<file path="src/rtl/prefetch_line_buffer.sv">
// prefetch_line_buffer: single-line read buffer that demand-fetches misses and
// prefetches the next sequential line after every upstream response.
module prefetch_line_buffer #(
   parameter int LINE_BYTES = 32
) (
   input  logic                    clk,
   input  logic                    rst,
   input  logic [31:0]             mem_addr,
   input  logic                    mem_read,
   output logic [LINE_BYTES*8-1:0] mem_rdata,
   output logic                    mem_resp,
   output logic [31:0]             pmem_addr,
   output logic                    pmem_read,
   input  logic [LINE_BYTES*8-1:0] pmem_rdata,
   input  logic                    pmem_resp,
   output logic [31:0]             hit_count,
   output logic [31:0]             miss_count
);
   localparam int OW = $clog2(LINE_BYTES);
   localparam int TW = 32 - OW;
   localparam int DW = LINE_BYTES * 8;

   typedef enum logic [2:0] {IDLE, HIT_RESP, DEMAND, DEMAND_RESP, PREFETCH} state_t;

   state_t          state_q, state_d;
   logic [DW-1:0]   buf_data_q, buf_data_d;
   logic [TW-1:0]   buf_tag_q, buf_tag_d;
   logic            buf_valid_q, buf_valid_d;
   logic [TW-1:0]   req_line_q, req_line_d;
   logic [TW-1:0]   pf_line_q, pf_line_d;
   logic [31:0]     hit_q, hit_d;
   logic [31:0]     miss_q, miss_d;
   logic            unused_ofs;

   assign unused_ofs = ^mem_addr[OW-1:0];

   always_comb begin
      state_d     = state_q;
      buf_data_d  = buf_data_q;
      buf_tag_d   = buf_tag_q;
      buf_valid_d = buf_valid_q;
      req_line_d  = req_line_q;
      pf_line_d   = pf_line_q;
      hit_d       = hit_q;
      miss_d      = miss_q;
      case (state_q)
         IDLE: if (mem_read) begin
            if (buf_valid_q && mem_addr[31:OW] == buf_tag_q) begin
               state_d = HIT_RESP;
               hit_d   = hit_q + 32'd1;
            end else begin
               state_d    = DEMAND;
               req_line_d = mem_addr[31:OW];
               miss_d     = miss_q + 32'd1;
            end
         end
         HIT_RESP, DEMAND_RESP: begin
            // tag arithmetic wraps naturally at the top of the address space
            pf_line_d = buf_tag_q + TW'(1);
            state_d   = PREFETCH;
         end
         DEMAND: if (pmem_resp) begin
            buf_data_d  = pmem_rdata;
            buf_tag_d   = req_line_q;
            buf_valid_d = 1'b1;
            state_d     = DEMAND_RESP;
         end
         PREFETCH: if (pmem_resp) begin
            buf_data_d  = pmem_rdata;
            buf_tag_d   = pf_line_q;
            buf_valid_d = 1'b1;
            state_d     = IDLE;
         end
         default: state_d = IDLE;
      endcase
   end

   always_ff @(posedge clk) begin
      if (rst) begin
         state_q     <= IDLE;
         buf_data_q  <= '0;
         buf_tag_q   <= '0;
         buf_valid_q <= 1'b0;
         req_line_q  <= '0;
         pf_line_q   <= '0;
         hit_q       <= '0;
         miss_q      <= '0;
      end else begin
         state_q     <= state_d;
         buf_data_q  <= buf_data_d;
         buf_tag_q   <= buf_tag_d;
         buf_valid_q <= buf_valid_d;
         req_line_q  <= req_line_d;
         pf_line_q   <= pf_line_d;
         hit_q       <= hit_d;
         miss_q      <= miss_d;
      end
   end

   assign mem_rdata  = buf_data_q;
   assign mem_resp   = (state_q == HIT_RESP) || (state_q == DEMAND_RESP);
   assign pmem_read  = (state_q == DEMAND) || (state_q == PREFETCH);
   assign pmem_addr  = (state_q == DEMAND)   ? {req_line_q, {OW{1'b0}}} :
                       (state_q == PREFETCH) ? {pf_line_q, {OW{1'b0}}}  : 32'd0;
   assign hit_count  = hit_q;
   assign miss_count = miss_q;
endmodule
</file>
<file path="config.mk">
export PLATFORM = sky130hd
export DESIGN_NAME = prefetch_line_buffer
export DESIGN_NICKNAME = d
export VERILOG_FILES = /design/src/rtl/prefetch_line_buffer.sv
export SDC_FILE = /design/constraint.sdc
export NUM_CORES = 1
export LEC_CHECK = 0
export CORE_AREA = 4 4 246 248
export CTS_BUF_LIST = sky130_fd_sc_hd__clkbuf_2
export DETAILED_ROUTE_END_ITERATION = 16
export DIE_AREA = 0 0 250 252
export PLACE_DENSITY = 0.61
export SETUP_SLACK_MARGIN = 0.05
export SYNTH_ARGS = -nofsm -noshare
export SYNTH_HDL_FRONTEND = slang
export SYNTH_SLANG_ARGS = --single-unit
</file>
<file path="constraint.sdc">
create_clock -name clk -period 2.3 [get_ports clk]
set_input_delay 0.345 -clock clk [delete_from_list [all_inputs] [get_ports clk]]
set_output_delay 0.345 -clock clk [all_outputs]
set_load 0.05 [all_outputs]
</file>
Word-level counts from Yosys, hierarchy flattened
Index checks and enable logic that the tools add are counted.
W data, S select, Z words.
Cells by class
  reduce and logical (&&, ||, !) cells: 12
  divide/modulo/power cells: 0
  equality and inequality tests: 8
  shifts and indexed selects: 0
  add/subtract/negate cells: 3
  $mul: 0
  $lt $le $gt $ge: 0
  muxes and demuxes: 10
  bitwise gates (word level): 1
Operators by type and width (count)
  $add A32 B1 Y32 const B: 2
  $mux W32: 2
  $mux W27: 2
  $pmux W27 S2: 1
  $add A27 B1 Y27 const B: 1
  $eq A27 B27 Y1: 1
  $pmux W3 S4: 1
  $reduce_and A3 Y1: 4
  $mux W3: 3
  $eq A3 B2 Y1 const B: 2
  $ne A2 B2 Y1 const B: 3
  $reduce_or A2 Y1: 2
  $eq A3 B1 Y1 const B: 1
  $eq A3 B3 Y1 const B: 1
  $logic_not A3 Y1: 1
  $logic_or A1 B1 Y1: 2
  $mux W2: 1
  $reduce_and A2 Y1: 1
  $reduce_bool A2 Y1: 1
  $logic_and A1 B1 Y1: 1
  $not A1 Y1: 1
Storage, ports and cells
  bits in writable memories: 0
  latch bits: 0
  bits in read-only memories: 0
  bits in registers: 405
  input bits: 292
  logic and storage cells: 42
  memories: 0

Depth between registers and ports, before layout
Gate-level depths: netlist (run 1).
  depth in word-level cells: 5
  gate-level depth with buffers: 10

Worst setup path before layout (run 1)
Ideal clock, no wire load.
  kind: flip-flop to flip-flop
  start: reg miss_q[2] (netlist: miss_count[2])
  end: reg miss_q[28] (netlist: miss_count[28])
  period minus slack after synthesis: 2.341 ns
  data arrival time: 2.271 ns
  required time: 2.230 ns
  cell stages (with the launch flop): 8
  buffers on the path: 1
  slack: -0.041 ns
  cell sequence: dfxtp_1 > clkbuf_1 > nand3_1 > nor4_2 > nand3_1 > a2111o_1 > or3_1 > a21oi_1
On the way
  longest elaborated chain between the ends: 1
Ends and longest elaborated chain
  start, declared: RTL line 32  | logic [31:0] miss_q, miss_d;
  start signal, assigned: RTL line 96  | miss_q <= miss_d;
  $add A32 B1 Y32: RTL line 54  | miss_d = miss_q + 32'd1;
Every way passes these cells.
A chain may end at the register's enable or synchronous reset.

Worst setup path after layout (run 1)
  start: reg state_q[0]
  end: out pmem_addr[20]
On the way
  longest elaborated chain between the ends: 3
  elaborated cells between the ends (all ways): 4
Ends and longest elaborated chain
  start, declared: RTL line 25  | state_t state_q, state_d;
  start signal, assigned: RTL line 89  | state_q <= state_d;
  $eq A3 B3 Y1: RTL line 104  | (state_q == PREFETCH) ? {pf_line_q, {OW{1'b0}}} : 32'd0;
  $mux W32: RTL line 104
  $mux W32 *: RTL line 103  | assign pmem_addr = (state_q == DEMAND) ? {req_line_q, {OW{1'b0}}} :
  end, declared: RTL line 12  | output logic [31:0] pmem_addr,
Every way passes the cells marked *; elsewhere a longest branch is shown, timed or not.

==> out/results.txt, run 1 <==
The number of cell rows came out at 89. The class of the most critical hold timing path is in2reg. The commonest cells after synthesis are nand2_1 (576), dfxtp_1 (405), a21oi_1 (305), nor2_1 (140), clkbuf_1 (126). Pin placement for this block handled 646 I/O pins. The number of input and output port buffers inserted came out at 635. TritonCTS built the clock tree. The die covers 63,000 sq um.

The post-synth design cell area came out at 16,200 sq um. STA classifies the critical path startpoint as a flip-flop. Prior to clock tree synthesis, the placed netlist has a worst setup slack of -0.586 ns.

The number of global-route vias before repair is 18,899, and the gate count of the mapped netlist is 1,997. For the number of max-slew violations in the final report, the log shows 0. The global-route total usage across every layer is 21.3%, and the fraction of post-synthesis cell area in the top cell type by area is 50.0%. The detail route stage leaves a number of antenna-violating nets equal to 0. The floorplan step defined a core boundary enclosing 58,500 sq um.

Worst-case headroom to the max-slew limit: 56.3%. Of all nets on the critical path, the largest fanout is 7. A synthesized cell averages 8.12 sq um.

After detailed routing, the number of remaining DRC violations is 0. For the DRC violation total after the first TritonRoute iteration, the log shows 1,160. The number of detailed-routing iterations run before antenna repair came out at 5.

Clock-pin slew was measured on the worst setup and hold paths at 0.10 ns. The later pin in the worst-skew pair is clocked with a latency of 1.09 ns. The detailed placement HPWL is 48,700 microns.

IR analysis of the VDD net gives a maximum drop of 0.000474 V. Sorting the synthesized cells by area gives the leading types as dfxtp_1 (50%), nand2_1 (13%), a21oi_1 (9.4%). For the count of clock tree sinks, the log shows 405. The category of the critical setup timing path is reg2out. The worst setup path is captured at an output pin. The clock passes through at most 3 buffers. The final reports fail on setup timing.

Setup repair after global routing could not meet its margin everywhere. The count of placed standard cells in the final layout, fillers left out was 3,895; the number of register bits inferred by synthesis was 405. The number of buffers created by CTS is 108. The dominant synthesized flop cell was dfxtp_1.

Of all flip-flops after synthesis, the portion carrying an async set or reset was 0%. The mean number of vias per cell is 4.84. The worst-case clock skew was 0.0803 ns; the total overflow reported by the global router was 0. Once the floorplan was initialized, standard cells occupied 27.7% of the core. The number of synthesis warnings is 0, and the die height is 252 microns. In this run the number of H-tree levels came out at 3.

The total of endpoints with negative setup slack in the final report was 29; the die width was 250 microns. The clock tree root buffer cell was clkbuf_2. After synthesis, flip-flops and latches occupy 50.0% of the total area.

The shortest clock period the worst path allows after layout came out at 2.75 ns. The post-layout worst setup margin was -0.453 ns. The final critical-path share of the clock period was 120%. Summed over all instances, the cell type with the most area after synthesis is dfxtp_1. The analysis attributes to cell leakage a power of 11.4 nW.

Final count of hold timing violations: 0. For the maximum number of pins on one net before global-route repair, the log shows 104. The global-route wire length before repair is 108,000 microns, and the count of placed standard cells including taps is 3,366. The initial antenna violation count was 14; the post-placement cell area was 24,400 sq um. For this block, the routed nets add up to 72,400 microns of wire. For the data arrival time of the critical path, the log shows 2.41 ns. In the post-synthesis netlist, the cell with the most instances is nand2_1.

From synthesis to final layout, the design area changed by 75.6%. The final weighted congestion in routability-driven placement was 0.885; the actual transition at the worst max-transition pin was 0.639 ns. Max-cap violations in this run came to 0. The final layout contains 3,325 nets. Power density over the cells: 578 nW/um^2.

Counting distinct cell types in the post-synthesis netlist gives 58. After detailed routing, the average wire length per cell comes to 18.6 microns. The run gives 28,500 sq um as the cell area after layout.

The critical path required time was 1.96 ns. Adding up every negative setup slack in the final design gives -11.83 ns. The top achievable clock speed was 363 MHz; the via count was 18,863.

The synthesized design contains 0 enable-type register cells. The fraction of layout instances using a drive strength above 1 was 26.3%; the final core utilization was 48.7%. The flow ran to the end, but the final reports show violations.
[metrics by stage]
stage	hold slack, ns	total power, mW
floorplan	0.449	9.43
global placement	0.441	11.0
detailed placement	0.445	11.0
CTS	0.126	16.6
global route	0.231	17.3
finish	0.349	16.4
[cells in the final DEF, fill, tap and decap left out, types with 58 or more instances in the layout]
cell type and instances:
nand2_1 574, nor2_1 139, clkdlybuf4s50_1 285, xnor2_1 58, buf_2 139, dfxtp_2 59
buf_4 231, dfxtp_1 343, a21oi_1 294, dlygate4sd3_1 288, clkbuf_2 148
[where the power goes]
group / switching (mW) / internal [mW] / leakage (nW) / total [mW]
Combinational: 2.13 / 1.66 / 7.33 / 3.80
Clock: 3.20 / 1.89 / 0.713 / 5.09
Sequential: 0.231 / 7.33 / 3.32 / 7.56
[area by class of cell]
type,count,area [sq um]
clock buffer,148,741
multi-input combinational,1433,7950
fill,5436,30000
clock inverter,43,216
timing repair buffer,1073,10300
tap,773,967
antenna,11,27.5
inverter,9,33.8
sequential,405,8190
[logic make-up after synthesis]
logic type      Yosys count  synth area share (%)
other cells               1                0.0231
mux                      32                  2.00
xor+xnor                 90                  4.91
compound gates          431                  15.6
fa+ha+maj                 3                 0.232
flops                   405                  50.0
simple gates            872                  22.9
buf+inv                 163                  4.33
[timing repair]
item / CTS / global route
setup endpoints to repair: 354 / 65
gates cloned: 6 / 4
setup buffers: 15 / 19
endpoints found under the hold margin: 405 / 0
pin swaps: 24 / 31
gates resized for setup: 1892 / 71
hold buffers: 288 / 0
[state kept, by name (all words and copies together), names as in the netlist]
register     count
buf_tag_q       27
buf_valid_q      1
hit_count       32
mem_rdata      256
miss_count      32
pf_line_q       27
req_line_q      27
state_q          3
[metal layers]
metal  wire [microns]  global-route usage (%)  vias up
met4             3200                    10.5        6
met2            35400                    35.8      943
met5               34                       0        -
li1                 -                       -     8879
met1            27300                    24.7     8837
met3             6520                    6.50      198
[final timing paths]
check	end	slack, ns	from	cells after the start
min reg2reg	buf_tag_q[19]	0.45	req_line_q[19]	2
min	mem_rdata[191]	0.35	pmem_rdata[191]	4
max reg2reg	miss_count[29]	0.01	buf_tag_q[16]	10
max	pmem_addr[20]	-0.45	state_q[0]	6
[critical path, cell delays in order (launching register included)]
cell and delay [ns]:
dfxtp_2 0.34, buf_6 0.13, nor3b_4 0.22, buf_12 0.17, buf_16 0.15, a22o_1 0.18
buf_12 0.15
No activity file was read; power rests on OpenSTA's default activity.
==> run 2, diff against run 1 <==
--- a/config.mk
+++ b/config.mk
@@ -5,11 +5,13 @@
 export SDC_FILE = /design/constraint.sdc
 export NUM_CORES = 1
 export LEC_CHECK = 0
-export CORE_AREA = 4 4 246 248
+export CELL_PAD_IN_SITES_DETAIL_PLACEMENT = 0
+export CELL_PAD_IN_SITES_GLOBAL_PLACEMENT = 2
+export CORE_MARGIN = 4
+export CORE_UTILIZATION = 25
 export CTS_BUF_LIST = sky130_fd_sc_hd__clkbuf_2
 export DETAILED_ROUTE_END_ITERATION = 16
-export DIE_AREA = 0 0 250 252
-export PLACE_DENSITY = 0.61
+export PLACE_DENSITY = 0.89
 export SETUP_SLACK_MARGIN = 0.05
 export SYNTH_ARGS = -nofsm -noshare
 export SYNTH_HDL_FRONTEND = slang
==> run 2 against run 1 <==
Compared with the run above: the run still ends with setup timing left; non-clock buffer count up 18; highest routed layer unchanged; combinational power decreased by 1%; largest power group unchanged; global-route usage decreased by 1.9 points; count of clock-buffer cells in the layout increased by 22; sequential power is essentially flat; sequential cell count unchanged; first-iteration DRC count decreased by 3.7%; via count is 2.1% lower; sequential share of layout area is 0.35 points lower; die area rose by 9.5%; critical endpoint is now pmem_addr[31].
==> out/results.txt, run 2 (synthesized netlist as in run 1, its figures left out) <==
The run finished, with violations left. The final reports fail on setup timing. Once layout is complete, the cells apart from fillers number 4,002. The floorplan step set the die height to 263 microns. Max-cap violations in this run came to 0. The top-level I/O count was 646. The H-tree generated during clock tree synthesis spans 3 levels. At the pin with the least slew margin, the transition time is 0.476 ns. Setup violations remaining at the end of the flow were counted as 40. Post-placement cell area: 24,600 sq um. The count of buffers added on input and output ports is 635. Longest individual stage delay on the worst path: 0.36 ns. In this run, the number of DRC markers left after iteration 0 of detailed routing was 1,117.

The number of flip-flops under the largest register name is 256. The detailed placement HPWL was 49,800 microns; the largest vdd supply drop was 0.000499 V. The run gives 0 as the detailed-route DRC error count. The final layout contains 3,348 nets. The first detailed-routing pass took 5 iterations. The number of max-slew violations in the final report came out at 0. The critical path required time is 1.96 ns, and the full die area is 69,000 sq um. Clock latency on the worst-skew pair, taken at its later pin, is 1.07 ns.

Leaving out fill and tap cells, the most frequent cells in the layout are nand2_1 (575), dfxtp_1 (372), a21oi_1 (295). The run gives 96 as the maximum number of pins on one net before global-route repair. After layout, the design draws a total of 16.7 mW. The run gives 67.4% as the worst-case headroom to the max-slew limit. Class of the most critical hold timing path: in2reg. The post-CTS clock slew at the launch and capture registers of the worst setup and hold paths is 0.09 ns. The root buffer cell chosen for the clock tree is clkbuf_2. Dividing the detail-routed via count by the number of cells gives 4.61. The logs give -0.451 ns for the post-layout worst setup margin and 25.2% for the initial core utilization. The number of global-route vias before repair came out at 18,576.

The number of placed instances, taps included, is 3,458. Setup repair after global routing could not meet its margin everywhere. The run gives 7 as the initial antenna violation count.

For this design the ratio of total power to cell area is 583 nW/um^2. The final core utilization came out at 44.6%. The routed design has 71,200 microns of wire.

The shortest clock period the worst path allows after layout came out at 2.75 ns. The data arrival time of the critical path was 2.41 ns. The commonest non-fill, non-tap cell in the layout was nand2_1. The tools report the number of buffers created by CTS as 112. The global-route total usage across every layer was 19.3%.

The core region is 64,300 sq um. In this run the core area contains 93 standard-cell rows. Worst-path maximum fanout: 8. The setup path with the least slack is of type reg2out.

The worst-case clock skew was 0.0859 ns; the relative area change from synthesis to final layout was 76.9%. Cells with a size suffix above 1 make up 26.4% of the layout. Traced cell by cell, the critical path runs through buf_6, nor2_4, and2_4, buf_8, buf_16, a22o_4, buf_12. The worst setup path is captured at an output pin.

The die width is 263 microns. Global-route wire length before repair: 108,000 microns. The run gives 0 as the remaining antenna violation count. The cell at the slowest stage of the critical path is dfxtp_2. The tree built by TritonCTS fans out to 405 sinks. The total overflow reported by the global router is 0.

TritonCTS built the clock tree. After filler insertion, the fill cell instance count of the layout stands at 6,315. Summing all non-filler instances in the final layout gives an area of 28,700 sq um.

Derived from the worst setup path, the maximum achievable clock frequency is 363 MHz. Dividing the detail-routed wire length by the instance count gives 17.8 microns. The final critical-path share of the clock period is 120%. The analysis attributes to cell leakage a power of 11.5 nW.

The logs give 3 for the buffer levels on the longest clock path and 0 for the final count of hold timing violations. The via count was 18,469; the final weighted congestion in routability-driven placement was 0.843. The worst setup path is launched from a flip-flop.
-- run 2: path summary, 6_finish.rpt --
path	startpoint	to	slack, ns	cells past startpoint
max	state_q[1]	pmem_addr[31]	-0.45	7
max reg2reg	buf_tag_q[10]	hit_count[17]	-0.07	10
min	rst	miss_count[24]	0.25	3
min reg2reg	mem_rdata[132]	mem_rdata[132]	0.45	2
-- run 2: final cells by class --
type                    count  area [sq um]  share of cell area [%]
repair buffers           1091         10400                    36.2
flip-flops and latches    405          8150                    28.4
multi-input cells        1434          7990                    27.9
well taps                 855          1070                    3.73
clock buffers             170           851                    2.97
clock inverters            31           190                   0.663
inverters                   9          33.8                   0.118
diodes                      7          17.5                  0.0611
-- run 2: stage by stage --
step / hold WS, ns / setup slack [ns] / setup TNS, ns
after CTS: 0.0624 / -0.651 / -17.73
final: 0.254 / -0.451 / -11.85
after floorplan: 0.449 / 0.0560 / 0
after detailed placement: 0.447 / -0.619 / -31.23
after global routing: 0.0755 / -0.702 / -23.78
after global placement: 0.442 / -0.576 / -29.34
-- run 2: layer usage --
layer  GRT usage, %  vias to the layer above  wire [microns]
met5              0                        -              12
met4           6.84                        2            2330
met3           5.80                      159            5270
met2           33.4                      702           35000
met1           22.8                     8694           28600
li1               -                     8912               -
-- run 2: what timing repair did --
action                     in CTS  in global routing
gates cloned                    4                  5
hold buffers                  286                  0
hold endpoints to repair      405                  0
buffers inserted               28                 15
gates resized for setup      1825                109
pin swaps                      29                 48
setup endpoints to repair     366                101
-- run 2: worst max-delay path: cells and delay by family, from the launching register on --
| family | cells | cell delay [ns] |
|---|---|---|
| buf+inv | 4 | 0.56 |
| flops | 1 | 0.36 |
| compound gates | 1 | 0.26 |
| simple gates | 2 | 0.20 |
-- run 2: where the power goes --
part           internal, mW  switching [mW]  leakage, nW
Combinational          1.64            2.11         7.40
Sequential             7.33           0.222         3.31
Clock                  2.20            3.21        0.791
Total                  11.2            5.54         11.5
==> run 3, diff against run 2 <==
--- a/config.mk
+++ b/config.mk
@@ -11,6 +11,7 @@
 export CORE_UTILIZATION = 25
 export CTS_BUF_LIST = sky130_fd_sc_hd__clkbuf_2
 export DETAILED_ROUTE_END_ITERATION = 16
+export MAX_ROUTING_LAYER = met4
 export PLACE_DENSITY = 0.89
 export SETUP_SLACK_MARGIN = 0.05
 export SYNTH_ARGS = -nofsm -noshare
==> run 3 against run 2 <==
Compared with the run above: the flow still finishes with violations (setup timing); fmax increased by 0.15%; largest cell class unchanged; sequential power about the same; clock power about the same; via count about the same; count of clock-buffer cells in the layout unchanged; design area about the same; power about the same; first-iteration DRC count increased by 3.9%.
==> out/results.txt, run 3 (synthesized netlist as in run 1, its figures left out) <==
Routability-driven placement finished with a final weighted congestion of 0.856. Across the whole layout, storage elements account for 8150 sq um. The run gives 0.000495 V as the largest vdd supply drop.

The H-tree depth reported by CTS is 3. The slack of the worst reg-to-reg path came out at -0.07 ns. Counting along the longest clock path gives a buffer depth of 3. The clock tree root buffer cell was clkbuf_2.

Along the worst path, the maximum fanout reaches 8. In this run, the combinational gates consume 22.5% of the power. The top achievable clock speed is 364 MHz, and the number of flip-flops under the largest register name is 256.

The die width works out to 263 microns. Mean number of vias per cell: 4.61. Reg-to-reg critical path startpoint: buf_tag_q[10].

The die covers 69,000 sq um. Input and output buffers added on the ports amount to 635. Clock tree synthesis found a total of 405 sinks.

The total overflow reported by the global router is 0. The shortest clock period the worst path allows after layout was 2.75 ns. At the end of the flow, the number of nets in the layout was 3,348. The number of max-slew violations in the final report is 0, and the final wirelength is 71,400 microns. The startpoint of the tightest hold check path is rst.

For this configuration, the core starts out at a cell density of 25.2%. The run gives 1.07 ns as the insertion delay to the later sink of the worst-skew pair. Data arrives at the worst endpoint at 2.40 ns. After floorplanning, the core was divided into 93 placement rows. Of the total power, the share spent switching nets is 33.2%.

Counting instances, the worst hold path has a depth of 3. The critical path launch point type was a flip-flop. The worst hold path terminates at miss_count[30].

The final core utilization is 44.6%. The first global-routing pass estimated 107,000 microns of wire. The critical path required time is 1.96 ns, and the top-level I/O count is 646.

The total power of the final layout was 16.7 mW; the count of cells along the worst register-to-register path was 10. In this run the static leakage power is 11.5 nW. The initial antenna violation count was 10; the worst-case clock skew was 0.0858 ns. The endpoint identified for the worst register-to-register timing path is hit_count[17]. The sequential power share is 45.2%. For the final count of hold timing violations, the log shows 0.

Dividing the final minimum period by the clock period gives 119%. The run gives 24,600 sq um as the post-placement cell area. The commonest non-fill, non-tap cell in the layout was nand2_1. Setup violations remaining at the end of the flow were counted as 43. For the filler cell count, the log shows 6,316. Average wire per cell in the routed design: 17.8 microns.

The number of global-route vias before repair was 18,584; the total negative slack was -11.79 ns. The relative area change from synthesis to final layout was 76.9%; the post-layout worst setup margin was -0.447 ns. Summing all multi-input logic gate instances after layout gives 7990 sq um. For the pin with the worst max-slew slack, the measured transition is 0.474 ns. The final reports fail on setup timing.

Summed over all nets, the half-perimeter wirelength after detailed placement is 49,800 microns. Setup repair after global routing could not meet its margin everywhere. The run finished, with violations left. The analysis attributes to net switching a power of 5.54 mW. The worst setup path is captured at an output pin. The post-route netlist has 26.4% of its cells at a drive strength greater than 1.

The relative contribution of the clock network to total power is 32.3%, and the number of violations of the max-capacitance limit is 0. Global routing consumed, over all layers together, 19.9% of the routing resources. The cell area after layout is 28,700 sq um.

Entering global routing, the biggest net connects 96 pins. Once detail routing completed, the nets flagged for antenna violations numbered 0. In this run the tightest slew margin relative to its limit is 67.6%.

Internal power: 11.2 mW. The via count was 18,460. Leaving out fill and tap cells, the most frequent cells in the layout are nand2_1 (575), dfxtp_1 (372), a21oi_1 (295). The die is 263 microns tall.

The power density over the cells was 583 nW/um^2; the DRC violation total after the first TritonRoute iteration was 1,161. The region available for standard cell placement spans 64,300 sq um. Clock-pin slew was measured on the worst setup and hold paths at 0.09 ns. The min-delay analysis places its worst path in the category in2reg.

The tools report the worst hold slack across all endpoints as 0.265 ns. The setup path with the least slack is of type reg2out. The run gives 5 as the number of detailed-routing iterations run before antenna repair. TritonCTS built the clock tree. The number of buffers created by CTS came out at 112.

Detailed-route DRC error count: 0.
-- run 3: cell count changes in the layout (fill, tap and decap cells not counted), sizes merged --
cell    previous run  this run
diode              7        11
clkbuf           196       194
buf              493       495
-- run 3: worst max path at each step --
| stage | from | end | slack, ns | cells after the start |
|---|---|---|---|---|
| 2_1_floorplan | hit_count[6] | hit_count[31] | 0.06 | 6 |
| 3_3_place_gp | mem_addr[15] | hit_count[26] | -0.58 | 10 |
| 3_5_place_dp | mem_addr[15] | hit_count[22] | -0.62 | 9 |
| 4_1_cts | state_q[0] | pmem_addr[31] | -0.65 | 7 |
| 5_1_grt | state_q[1] | pmem_addr[31] | -0.70 | 7 |
| 6_report | state_q[1] | pmem_addr[31] | -0.45 | 7 |
-- run 3: power groups by stage --
| stage | combinational (mW) | sequential [mW] | clock, mW |
|---|---|---|---|
| 2_1_floorplan | 0.983 | 8.44 | 0 |
| 3_3_place_gp | 3.31 | 7.68 | 0 |
| 3_5_place_dp | 3.33 | 7.69 | 0 |
| 4_1_cts | 3.73 | 7.55 | 5.67 |
| 5_1_grt | 3.97 | 7.59 | 6.03 |
| 6_report | 3.75 | 7.55 | 5.41 |
-- run 3: critical path, stage by stage (launching register included) --
cell and delay [ns]:
dfxtp_2 0.36, buf_6 0.12, nor2_4 0.04, and2_4 0.16, buf_8 0.14, buf_16 0.15, a22o_4 0.26, buf_12 0.15
-- run 3: layout make-up --
class / count / share of cell area (%)
diodes: 11 / 0.0960
inverters: 9 / 0.118
multi-input cells: 1434 / 27.9
clock buffers: 170 / 2.97
well taps: 855 / 3.73
clock inverters: 31 / 0.663
flip-flops and latches: 405 / 28.4
repair buffers: 1091 / 36.1
-- run 3: repair_timing --
| action | CTS | global route |
|---|---|---|
| setup buffers | 28 | 15 |
| hold endpoints to repair | 405 | 0 |
| hold buffers | 286 | 0 |
| setup endpoints to repair | 366 | 100 |
| pin swaps | 29 | 49 |
| resized for setup | 1825 | 108 |
| gates cloned | 4 | 5 |
-- run 3: per-layer routing --
| metal | part of all wire (%) | track usage, % | vias to the layer above |
|---|---|---|---|
| met5 | 0 | - | - |
| met4 | 2.9 | 6.72 | 0 |
| met3 | 7.2 | 5.90 | 136 |
| met2 | 49 | 33.3 | 674 |
| met1 | 41 | 22.8 | 8728 |
| li1 | - | - | 8922 |
-- run 3: per-stage QoR --
stage | instances | setup slack (ns)
after floorplan | 2001 | 0.0560
after global placement | 3458 | -0.576
after detailed placement | 3458 | -0.619
after CTS | 3977 | -0.651
after global routing | 4006 | -0.702
final | 4006 | -0.447
